$ cat src/rtl/ram_arbiter.sv
// Two-requester arbiter/sequencer in front of a single registered-read RAM.
// Define RAM_ARB_FIXED_PRI_EN for fixed priority (requester 0 first); default is round-robin.
module ram_arbiter #(
  parameter int BYTE_W = 8,
  parameter int ADDR_W = 8
) (
  input  logic              clk,
  input  logic              rst,
  input  logic              req0,
  input  logic              we0,
  input  logic [ADDR_W-1:0] addr0,
  input  logic [BYTE_W-1:0] wdata0,
  output logic              ack0,
  output logic [BYTE_W-1:0] rdata0,
  input  logic              req1,
  input  logic              we1,
  input  logic [ADDR_W-1:0] addr1,
  input  logic [BYTE_W-1:0] wdata1,
  output logic              ack1,
  output logic [BYTE_W-1:0] rdata1,
  output logic [ADDR_W-1:0] ram_addr,
  output logic [BYTE_W-1:0] ram_wdata,
  output logic              ram_r_e,
  output logic              ram_w_e,
  input  logic [BYTE_W-1:0] ram_rdata
);

  typedef enum logic [1:0] {IDLE, ISSUE, RDWAIT} state_t;

  state_t state, state_nx;
  logic   owner;
  logic   elig0, elig1;
  logic   grant_vld, grant_sel;
  logic   sel_we;
  logic [ADDR_W-1:0] sel_addr;
  logic [BYTE_W-1:0] sel_wdata;

`ifndef RAM_ARB_FIXED_PRI_EN
  logic   last_grant;
`endif

  // A requester whose ack is high this cycle still shows req; mask it out.
  always_comb begin
    elig0     = req0 & ~ack0;
    elig1     = req1 & ~ack1;
    grant_vld = elig0 | elig1;
`ifdef RAM_ARB_FIXED_PRI_EN
    grant_sel = ~elig0;
`else
    grant_sel = (elig0 & elig1) ? ~last_grant : elig1;
`endif
    sel_we    = grant_sel ? we1    : we0;
    sel_addr  = grant_sel ? addr1  : addr0;
    sel_wdata = grant_sel ? wdata1 : wdata0;
  end

  always_comb begin
    state_nx = state;
    case (state)
      IDLE:    if (grant_vld) state_nx = ISSUE;
      ISSUE:   state_nx = ram_w_e ? IDLE : RDWAIT;
      RDWAIT:  state_nx = IDLE;
      default: state_nx = IDLE;
    endcase
  end

  always_ff @(posedge clk or posedge rst) begin
    if (rst) state <= IDLE;
    else     state <= state_nx;
  end

  // ram_w_e is still high during ISSUE, so it doubles as the transaction type.
  always_ff @(posedge clk or posedge rst) begin
    if (rst) begin
      owner     <= 1'b0;
`ifndef RAM_ARB_FIXED_PRI_EN
      last_grant <= 1'b1;
`endif
      ram_addr  <= '0;
      ram_wdata <= '0;
      ram_r_e   <= 1'b0;
      ram_w_e   <= 1'b0;
      ack0      <= 1'b0;
      ack1      <= 1'b0;
      rdata0    <= '0;
      rdata1    <= '0;
    end else begin
      ack0 <= 1'b0;
      ack1 <= 1'b0;
      case (state)
        IDLE: begin
          if (grant_vld) begin
            owner      <= grant_sel;
`ifndef RAM_ARB_FIXED_PRI_EN
            last_grant <= grant_sel;
`endif
            ram_addr   <= sel_addr;
            ram_wdata  <= sel_wdata;
            ram_w_e    <= sel_we;
            ram_r_e    <= ~sel_we;
          end
        end
        ISSUE: begin
          ram_r_e <= 1'b0;
          ram_w_e <= 1'b0;
          if (ram_w_e) begin
            if (owner) ack1 <= 1'b1;
            else       ack0 <= 1'b1;
          end
        end
        RDWAIT: begin
          if (owner) begin
            rdata1 <= ram_rdata;
            ack1   <= 1'b1;
          end else begin
            rdata0 <= ram_rdata;
            ack0   <= 1'b1;
          end
        end
        default: ;
      endcase
    end
  end

endmodule

$ cat config.mk
export PLATFORM = sky130hd
export DESIGN_NAME = ram_arbiter
export DESIGN_NICKNAME = d
export VERILOG_FILES = /design/src/rtl/ram_arbiter.sv
export SDC_FILE = /design/constraint.sdc
export NUM_CORES = 1
export LEC_CHECK = 0
export ABC_CLOCK_PERIOD_IN_PS = 3800
export CORE_UTILIZATION = 46
export CTS_BUF_LIST = sky130_fd_sc_hd__clkbuf_4 sky130_fd_sc_hd__clkbuf_8
export DETAILED_ROUTE_END_ITERATION = 7
export PLACE_DENSITY = 0.88
export SLEW_MARGIN = 20
export SYNTH_ARGS = -nofsm -noshare
export SYNTH_HDL_FRONTEND = slang
export SYNTH_SLANG_ARGS = --single-unit
$ cat constraint.sdc
create_clock -name clk -period 3.8 [get_ports clk]
set_clock_uncertainty 0.2 [all_clocks]
set_input_delay 0.57 -clock clk [delete_from_list [all_inputs] [get_ports clk]]
set_output_delay 0.57 -clock clk [all_outputs]
set_load 0.02 [all_outputs]
==> results of run 1 <==
worst register-to-register path, delay by kind of cell, from the launching register on:
family	cells	cell delay, ns
AO/OA/AOI/OAI	2	0.84
flip-flops	1	0.42
multiplexers	1	0.38
AND/OR/NAND/NOR	1	0.16
metal layers:
metal | global-route usage | part of all wire
met3 | 0.09507 | 0.10
met5 | 0 | 0
met2 | 0.3329 | 0.46
met4 | 0.05833 | 0.0094
met1 | 0.2427 | 0.43
per-stage QoR:
step,hold WS (ns),instance area (um^2)
CTS,0.2874,2716
global placement,0.2599,2628
floorplan,0.2593,1802
detailed placement,0.2709,2628
global route,0.3105,2716
finish,0.2837,2716
synth_stat cells (2+ instances only):
library cell  instances  area [um^2]
nand2b_1              2        12.51
a21oi_1               3        15.01
o21ai_1               8        40.04
nand2_1              20        75.07
mux2_2               18        202.7
dfrtp_1              39        975.9
nor2b_4               2        27.53
ha_1                  4        50.05
o21ai_0               8        40.04
nor2_1                3        11.26
buf_12                2        40.04
inv_1                 4        15.01
buf_2                 3        15.01
mux2i_1              18        180.2
cells by family (layout without fill, tap and decap cells):
kind of cell	Yosys count	after routing	synth area share
and+or+nand+nor	29	29	0.07778
AOI/OAI and AO/OA	24	24	0.08403
buffers and inverters	10	95	0.04166
muxes	36	36	0.2125
adders and majority gates	4	4	0.02778
DFF	40	40	0.5563
power breakdown:
group | leakage (uW) | switching [uW] | total, uW | internal [uW]
clock network | 0.0000491 | 134 | 276 | 143
registers | 0.000484 | 116 | 754 | 638
logic | 0.000656 | 563 | 1150 | 584
total | 0.00119 | 813 | 2180 | 1360
cell usage in the layout, fill, tap and decap left out, drive strengths merged:
cell,n
clkdlybuf4s50,81
dfrtp,39
nand2,20
mux2,18
mux2i,18
o21ai,17
clkbuf,7
inv,4
ha,4
nor2,3
a21oi,3
nor2b,2
nand2b,2
buf,2
o31ai,2
a21boi,1
or2,1
a22o,1
nor3b,1
clkinv,1
dfstp,1
cell type report:
| cell class | count | area (um^2) |
|---|---|---|
| Inverter | 4 | 15.01 |
| Clock inverter | 1 | 5.005 |
| Tap cell | 48 | 60.06 |
| Timing Repair Buffer | 83 | 825.8 |
| Clock buffer | 7 | 83.83 |
| Fill cell | 259 | 999.7 |
| Sequential cell | 40 | 1002 |
| Multi-Input combinational cell | 93 | 724.4 |
state kept, by name, summed over array words and instances (netlist names):
signal      flops
ack1            1
ram_wdata       8
last_grant      1
ram_r_e         1
owner           1
state           2
rdata1          8
rdata0          8
ack0            1
ram_w_e         1
ram_addr        8
worst max path at each step:
stage / start / to / slack (ns)
after floorplan: req1 / ram_addr[7] / 2.05
after global placement: req1 / ram_r_e / 1.20
after detailed placement: req1 / ram_r_e / 1.10
after CTS: req1 / ram_r_e / 1.41
after global routing: req1 / ram_r_e / 1.31
final: req1 / ram_r_e / 1.43
==> results.toml, run 1 <==
[place]
pre_cts_ws_ns = 1.100
place_inst = 268
io_buffers = 81
dp_hpwl_um = 2887
gp_congestion = 0.7113

[clock_tree]
clk_latency_ns = 0.28
cts_tree = "done"
postCtsHoldBufs = 0
htreeDepth = 2
clk_transition_reported_paths_ns = 0.07
root_buffer = "clkbuf_8"
ctsResizeCount = 0
clock-sinks = 40
postCtsSetupRepairBufs = 0
clk_path_buf_depth = 2
numCtsBuffers = 5

[final_layout]
nets = 277
drive_above_1_share = 0.1535
fin_util = 0.7310
antenna_cells = 0
stdcell_count = 276
area.growth.synth_to_final_pct = 50.76

[logic_synthesis]
synth_ff_type = "dfrtp_1"
ys_seq_area_frac = 0.5562
ys_seq_elements = 40
synthCells = 143
synthArstFlopShare = 1.000
synth_warnings = 0
synth_area_mm2 = 0.001802
syn_area_per_cell_um2 = 12.60
synth_edf_count = 0
syn_nets = 193
ys_types = 23

[worst_setup_path]
worst-path-buf-inv = 1
path_cells = "clkdlybuf4s50_1 -> nor2b_4 -> a21boi_4 -> mux2i_1 -> a22o_1"
crit_fanout = 19
cp-start-kind = "input port"
end_kind = "flip-flop"
reg2regPathDepth = 4
slowest_stage = "a21boi_4"
required_ns = 3.83
r2r-start = "ack1"
reg2reg_slack_ns = 1.77
reg2reg_to = "ram_r_e"
path_class = "in2reg"
max_stage_delay_ns = 0.67
crit_cells = 5
arrival_ns = 2.40
crit_family = "compound AO/OA/AOI/OAI gates"

[floorplan]
initial_core_util = 0.4848
coreArea_mm2 = 0.003716
die_y_um = 64.59
fp-row-count = 22
ioPinCount = 82
die_x_um = 64.59
die_area_mm2 = 0.004171

[flow_run]
maxCapViolations = 0

[timing]
grt_setup_unrepaired = "no"
fin_tns_setup_ns = 0
worst_pin_slew_ns = 0.7796
fin_ws_ns = 1.428
fmax_mhz = 421.5
setup_viol = 0
timing.final.crit_share = 0.6243
drv_slew = 0
finalHoldViolations = 0
max_slew_margin = 0.4790
period_needed_ns = 2.372

[detailed_routing]
routed_wl_um = 3810
drtAntennaViolNets = 0
drt_iter0_drc = 35
routed-via-count = 1359
first_pass_iters = 4
viasPerCell = 4.924
drc = 0
wire_per_inst_um = 13.80

[status]
status = "finished, final reports clean"

[power]
ir_worst_vdd_mv = 0.4775
leakage_uw = 0.001189
power_uw = 2177
powerDensity_mw_per_mm2 = 801.6

[hold_path]
hp-class = "reg2reg"
hold_depth = 2
min_to = "ram_addr[3]"
hold_path.startpoint = "ram_addr[3]"

[global_routing]
grt_util_all_layers = 0.2049
grt-ovfl-total = 0
grt_max_degree = 41
grt_pass1_wl_um = 6389
grt_pass1_vias = 1400
antenna_found_initial = 0
Power figures use the tool's default switching activity.
==> run 2, diff against run 1 <==
Settings changed: ABC_CLOCK_PERIOD_IN_PS 3800 to 2350, CORE_UTILIZATION 46 to 43, PLACE_DENSITY 0.88 to 0.83.
Clock period 3.8 ns to 2.35 ns, I/O delays scaled along.
==> run 2 against run 1 <==
Compared with the run above:
- count of clock-buffer cells in the layout fell by 1
- worst setup slack got worse by 0.97 ns
- register-to-register slack got worse by 1.2 ns
- clock power rose by 66%
- total power increased by 64%
- global-route usage shrank 1.8 points
- worst hold slack lost 0.0057 ns
- sequential share of layout area fell by 0.55 points
- first-iteration DRC count up 14%
- core utilization decreased by 4.2 points
- critical path depth fell by 4
==> results.toml, run 2 (synthesis gave the netlist of run 1 again) <==
[power]
switching_share = 0.3726
p_int_uw = 2247
leakage_uw = 0.001209
ir_worst_vdd_mv = 0.8745
power_uw = 3581
clkPwrFrac = 0.128
seqPwrFrac = 0.340
p_switching_uw = 1335
powerDensity_mw_per_mm2 = 1299
pwr-share-comb = 0.532

[final_layout]
fin_util = 0.6894
nets = 280
final_area_mm2 = 0.002758
area.growth.synth_to_final_pct = 53.06
nFillCells = 303
antenna_cells = 0
final_cell_mix = "clkdlybuf4s50_1 (81), dfrtp_1 (39), nand2_1 (20)"
layout.cells.most_common = "clkdlybuf4s50_1"
drive_above_1_share = 0.1645

[timing]
fin_tns_setup_ns = 0
period_needed_ns = 1.897
finalHoldViolations = 0
setup_viol = 0
fin_ws_ns = 0.4532
drv_slew = 0
fmax_mhz = 527.2
grt_setup_unrepaired = "no"
worst_pin_slew_ns = 0.4964
max_slew_margin = 0.6691
timing.final.crit_share = 0.8072

[floorplan]
initial_core_util = 0.4504
die_area_mm2 = 0.004453
coreArea_mm2 = 0.004000
ioPinCount = 82
die_x_um = 66.73
die_y_um = 66.73
fp-row-count = 23

[worst_setup_path]
arrival_ns = 1.34
required_ns = 1.80
reg2regPathDepth = 6
slowest_stage = "clkdlybuf4s50_1"
path_class = "reg2out"
max_stage_delay_ns = 0.63
cp-endpoint = "ram_w_e"
end_kind = "output pin"
startpoint = "ram_w_e"
reg2reg_to = "ram_r_e"
cp-start-kind = "flip-flop"
reg2reg_slack_ns = 0.56
crit_cells = 1
r2r-start = "state[0]"
worst-path-buf-inv = 1
crit_family = "buffers and inverters"
path_cells = "clkdlybuf4s50_1"
crit_fanout = 5

[status]
status = "finished, final reports clean"

[global_routing]
grt_pass1_vias = 1342
grt-ovfl-total = 0
grt_util_all_layers = 0.1872
antenna_found_initial = 0
grt_max_degree = 41
grt_pass1_wl_um = 6058

[clock_tree]
root_buffer = "clkbuf_8"
ctsResizeCount = 0
clk_latency_ns = 0.29
postCtsHoldBufs = 0
clock-sinks = 40
htreeDepth = 2
clk_path_buf_depth = 2
postCtsSetupRepairBufs = 0
clk_transition_reported_paths_ns = 0.07
numCtsBuffers = 5
cts_tree = "done"

[detailed_routing]
drc = 0
first_pass_iters = 4
drt_iter0_drc = 40
wire_per_inst_um = 13.61
routed_wl_um = 3825
drtAntennaViolNets = 0
viasPerCell = 4.744
routed-via-count = 1333

[hold_path]
hp-class = "in2async"

[flow_run]
maxCapViolations = 0

[place]
place_area_mm2 = 0.002665
pre_cts_ws_ns = 0.2700
dp_hpwl_um = 2880
io_buffers = 81
gp_congestion = 0.7531
run 2: changes by cell type in the layout (fill, tap and decap cells not counted), sizes merged:
| cell | change |
|---|---|
| buf | +3 |
| clkbuf | -1 |
| clkinv | +1 |
run 2: worst min path at each step:
stage,from,end,cells past startpoint
3_3_place_gp,ram_addr[6],ram_addr[6],2
6_report,rst,ram_wdata[2],3
4_1_cts,ram_addr[5],ram_addr[5],2
5_1_grt,rst,ram_wdata[2],3
3_5_place_dp,ram_addr[5],ram_addr[5],2
2_1_floorplan,owner,ack0,1
run 2: area by class of cell:
cell class              count  area [um^2]  area share
repair buffers             86        860.8      0.3122
clock buffers               6        82.58     0.02995
multi-input cells          93        724.4      0.2627
well taps                  50        62.56     0.02269
flip-flops and latches     40         1002      0.3634
clock inverters             2        10.01    0.003630
inverters                   4        15.01    0.005445
run 2: worst register-to-register path, cell delays in order, from the launching register on:
cell	delay, ns
dfrtp_1	0.40
inv_1	0.11
ha_1	0.24
inv_1	0.07
o31ai_1	0.38
nor2_1	0.07
a22o_1	0.20
run 2: layer usage:
metal / vias up / track usage / part of all wire / routed length (um)
li1: 665 / - / - / -
met1: 620 / 0.2243 / 0.43 / 1646
met2: 43 / 0.2992 / 0.48 / 1843
met3: 5 / 0.07534 / 0.074 / 283
met4: 0 / 0.07181 / 0.013 / 51
met5: - / 0 / 0 / 0
run 2: power groups by stage:
stage	clock (uW)	sequential, uW	combinational, uW
finish	459	1220	1910
global route	502	1260	2050
CTS	476	1220	1930
detailed placement	0	1230	1920
global placement	0	1220	1890
floorplan	0	1580	730
run 2: per-stage QoR:
stage                     hold WS, ns  cells
final                          0.2780    281
after global routing           0.3220    281
after CTS                      0.2879    281
after detailed placement       0.2709    273
after global placement         0.2612    273
after floorplan                0.2593    143
==> run 3, diff against run 2 <==
Settings changed: ABC_CLOCK_PERIOD_IN_PS 2350 to 1600, CORE_UTILIZATION 43 to 38, PLACE_DENSITY 0.83 to 0.77.
Clock period 2.35 ns to 1.6 ns, I/O delays scaled along.
==> run 3 against run 2 <==
Compared with the run above:
- the run now ends with DRC, setup timing left
- critical endpoint is now owner
- sequential power grew 47%
- register-to-register slack lost 0.57 ns
- highest routed layer unchanged
- clock power grew 55%
- via count grew 6.0%
- first-iteration DRC count grew 110%
- critical path depth grew 4
- combinational power grew 54%
- die area grew 13%
- routed wire length grew 9.0%
- worst setup slack lost 0.46 ns
- final area grew 6.5%
==> results.toml, run 3 (synthesis gave the netlist of run 1 again) <==
[floorplan]
ioPinCount = 82
fp-row-count = 24
coreArea_mm2 = 0.004444
die_area_mm2 = 0.005020
die_x_um = 70.86
initial_core_util = 0.4054
die_y_um = 70.86

[detailed_routing]
drtAntennaViolNets = 0
dr_wl_met2_um = 1923
first_pass_iters = 6
highest_layer = "met4"
wire_per_inst_um = 14.08
viasPerCell = 4.774
drc = 18
routed-via-count = 1413
wl_met3_um = 405
met1Wirelength_um = 1797
routed_wl_um = 4168
drt_iter0_drc = 83

[final_layout]
nets = 293
area.growth.synth_to_final_pct = 62.99
drive_above_1_share = 0.2541
antenna_cells = 0
final_cell_mix = "clkdlybuf4s50_1 (44), dfrtp_1 (38), dlygate4sd2_1 (36)"
layout.cells.most_common = "clkdlybuf4s50_1"
fin_util = 0.6608

[status]
violations = "DRC, setup timing"
status = "finished, violations left"

[worst_setup_path]
r2r-start = "state[0]"
worst-path-buf-inv = 2
cp-start-kind = "flip-flop"
startpoint = "state[0]"
path_class = "reg2reg"
path_cells = "inv_2 -> ha_4 -> buf_4 -> o21ai_4 -> mux2_2"
slowest_stage = "dfrtp_1"
end_kind = "flip-flop"
required_ns = 1.58
crit_fanout = 7
max_stage_delay_ns = 0.41
crit_family = "flip-flops"
arrival_ns = 1.59

[clock_tree]
clk_transition_reported_paths_ns = 0.08
clock-sinks = 40
root_buffer = "clkbuf_8"
clk_latency_ns = 0.29
cts_tree = "done"
clk_path_buf_depth = 2
htreeDepth = 2
postCtsHoldBufs = 0
numCtsBuffers = 5

[timing]
period_needed_ns = 1.610
worst_pin_slew_ns = 0.2405
drv_slew = 0
setup_viol = 1
fin_ws_ns = -0.01026
timing.final.crit_share = 1.006
finalHoldViolations = 0
max_slew_margin = 0.8351
grt_setup_unrepaired = "yes"
fmax_mhz = 621.0
fin_tns_setup_ns = -0.01026

[power]
powerDensity_mw_per_mm2 = 1855
leakage_uw = 0.001378
ir_worst_vdd_mv = 1.247
power_uw = 5448

[global_routing]
grt_pass1_wl_um = 6844
grt_max_degree = 41
antenna_found_initial = 0
grt-ovfl-total = 0
grt_util_all_layers = 0.1716
grt_pass1_vias = 1529

[hold_path]
hp-class = "in2async"

[flow_run]
maxCapViolations = 0

[place]
pre_cts_ws_ns = -0.3382
io_buffers = 81
dp_hpwl_um = 2904
gp_congestion = 0.7367
-- run 3: cell types whose count changed in the layout (fill, tap and decap cells not counted), moves of 8 or more --
cell | previous run | this run
dlygate4sd2_1 | 0 | 36
o21ai_1 | 8 | 16
o21ai_0 | 8 | 0
buf_4 | 4 | 12
clkdlybuf4s50_1 | 81 | 44
-- run 3: worst min-delay path: cells and delay by family --
kind | cells | cell delay (ns)
buffers and inverters | 3 | 0.71
-- run 3: final timing paths --
check	slack, ns	cells after the start	end
worst min register to register	0.28	2	ram_addr[5]
min in group clk	0.28	2	ram_addr[5]
worst min-delay path	0.09	3	state[1]
worst max register to register	-0.01	5	owner
worst max-delay path	-0.01	5	owner
max in group asynchronous	0.85	3	last_grant
-- run 3: stage by stage --
step / cells / cell area [um^2] / hold WS, ns
2_1_floorplan: 143 / 1803 / 0.1905
3_3_place_gp: 284 / 2774 / 0.2617
3_5_place_dp: 284 / 2774 / 0.2684
4_1_cts: 293 / 2851 / 0.09674
5_1_grt: 296 / 2937 / 0.1433
6_report: 296 / 2937 / 0.09034
-- run 3: area by class of cell --
type                       count  area (um^2)
inverter                       4        15.01
multi-input combinational     93        794.5
clock inverter                 2        15.01
timing repair buffer          99        960.9
tap                           52        65.06
fill                         363         1508
sequential                    40         1003
clock buffer                   6        82.58
-- run 3: per-layer routing --
layer	vias up	GRT usage
met5	-	0
met4	0	0.04222
met3	5	0.05983
met2	64	0.2927
met1	652	0.2087
li1	692	-
-- run 3: what timing repair did --
item	in CTS	in global routing
pin swaps	1	2
cloned	0	2
setup endpoints to repair	70	32
setup buffers	1	1
gates resized for setup	45	21
-- run 3: where the power goes --
group	internal [uW]	switching (uW)	leakage, uW	total (uW)
Sequential	1510	271	0.000483	1790
Combinational	1450	1500	0.000852	2950
Clock	349	362	0.0000434	711
Total	3310	2140	0.00138	5450
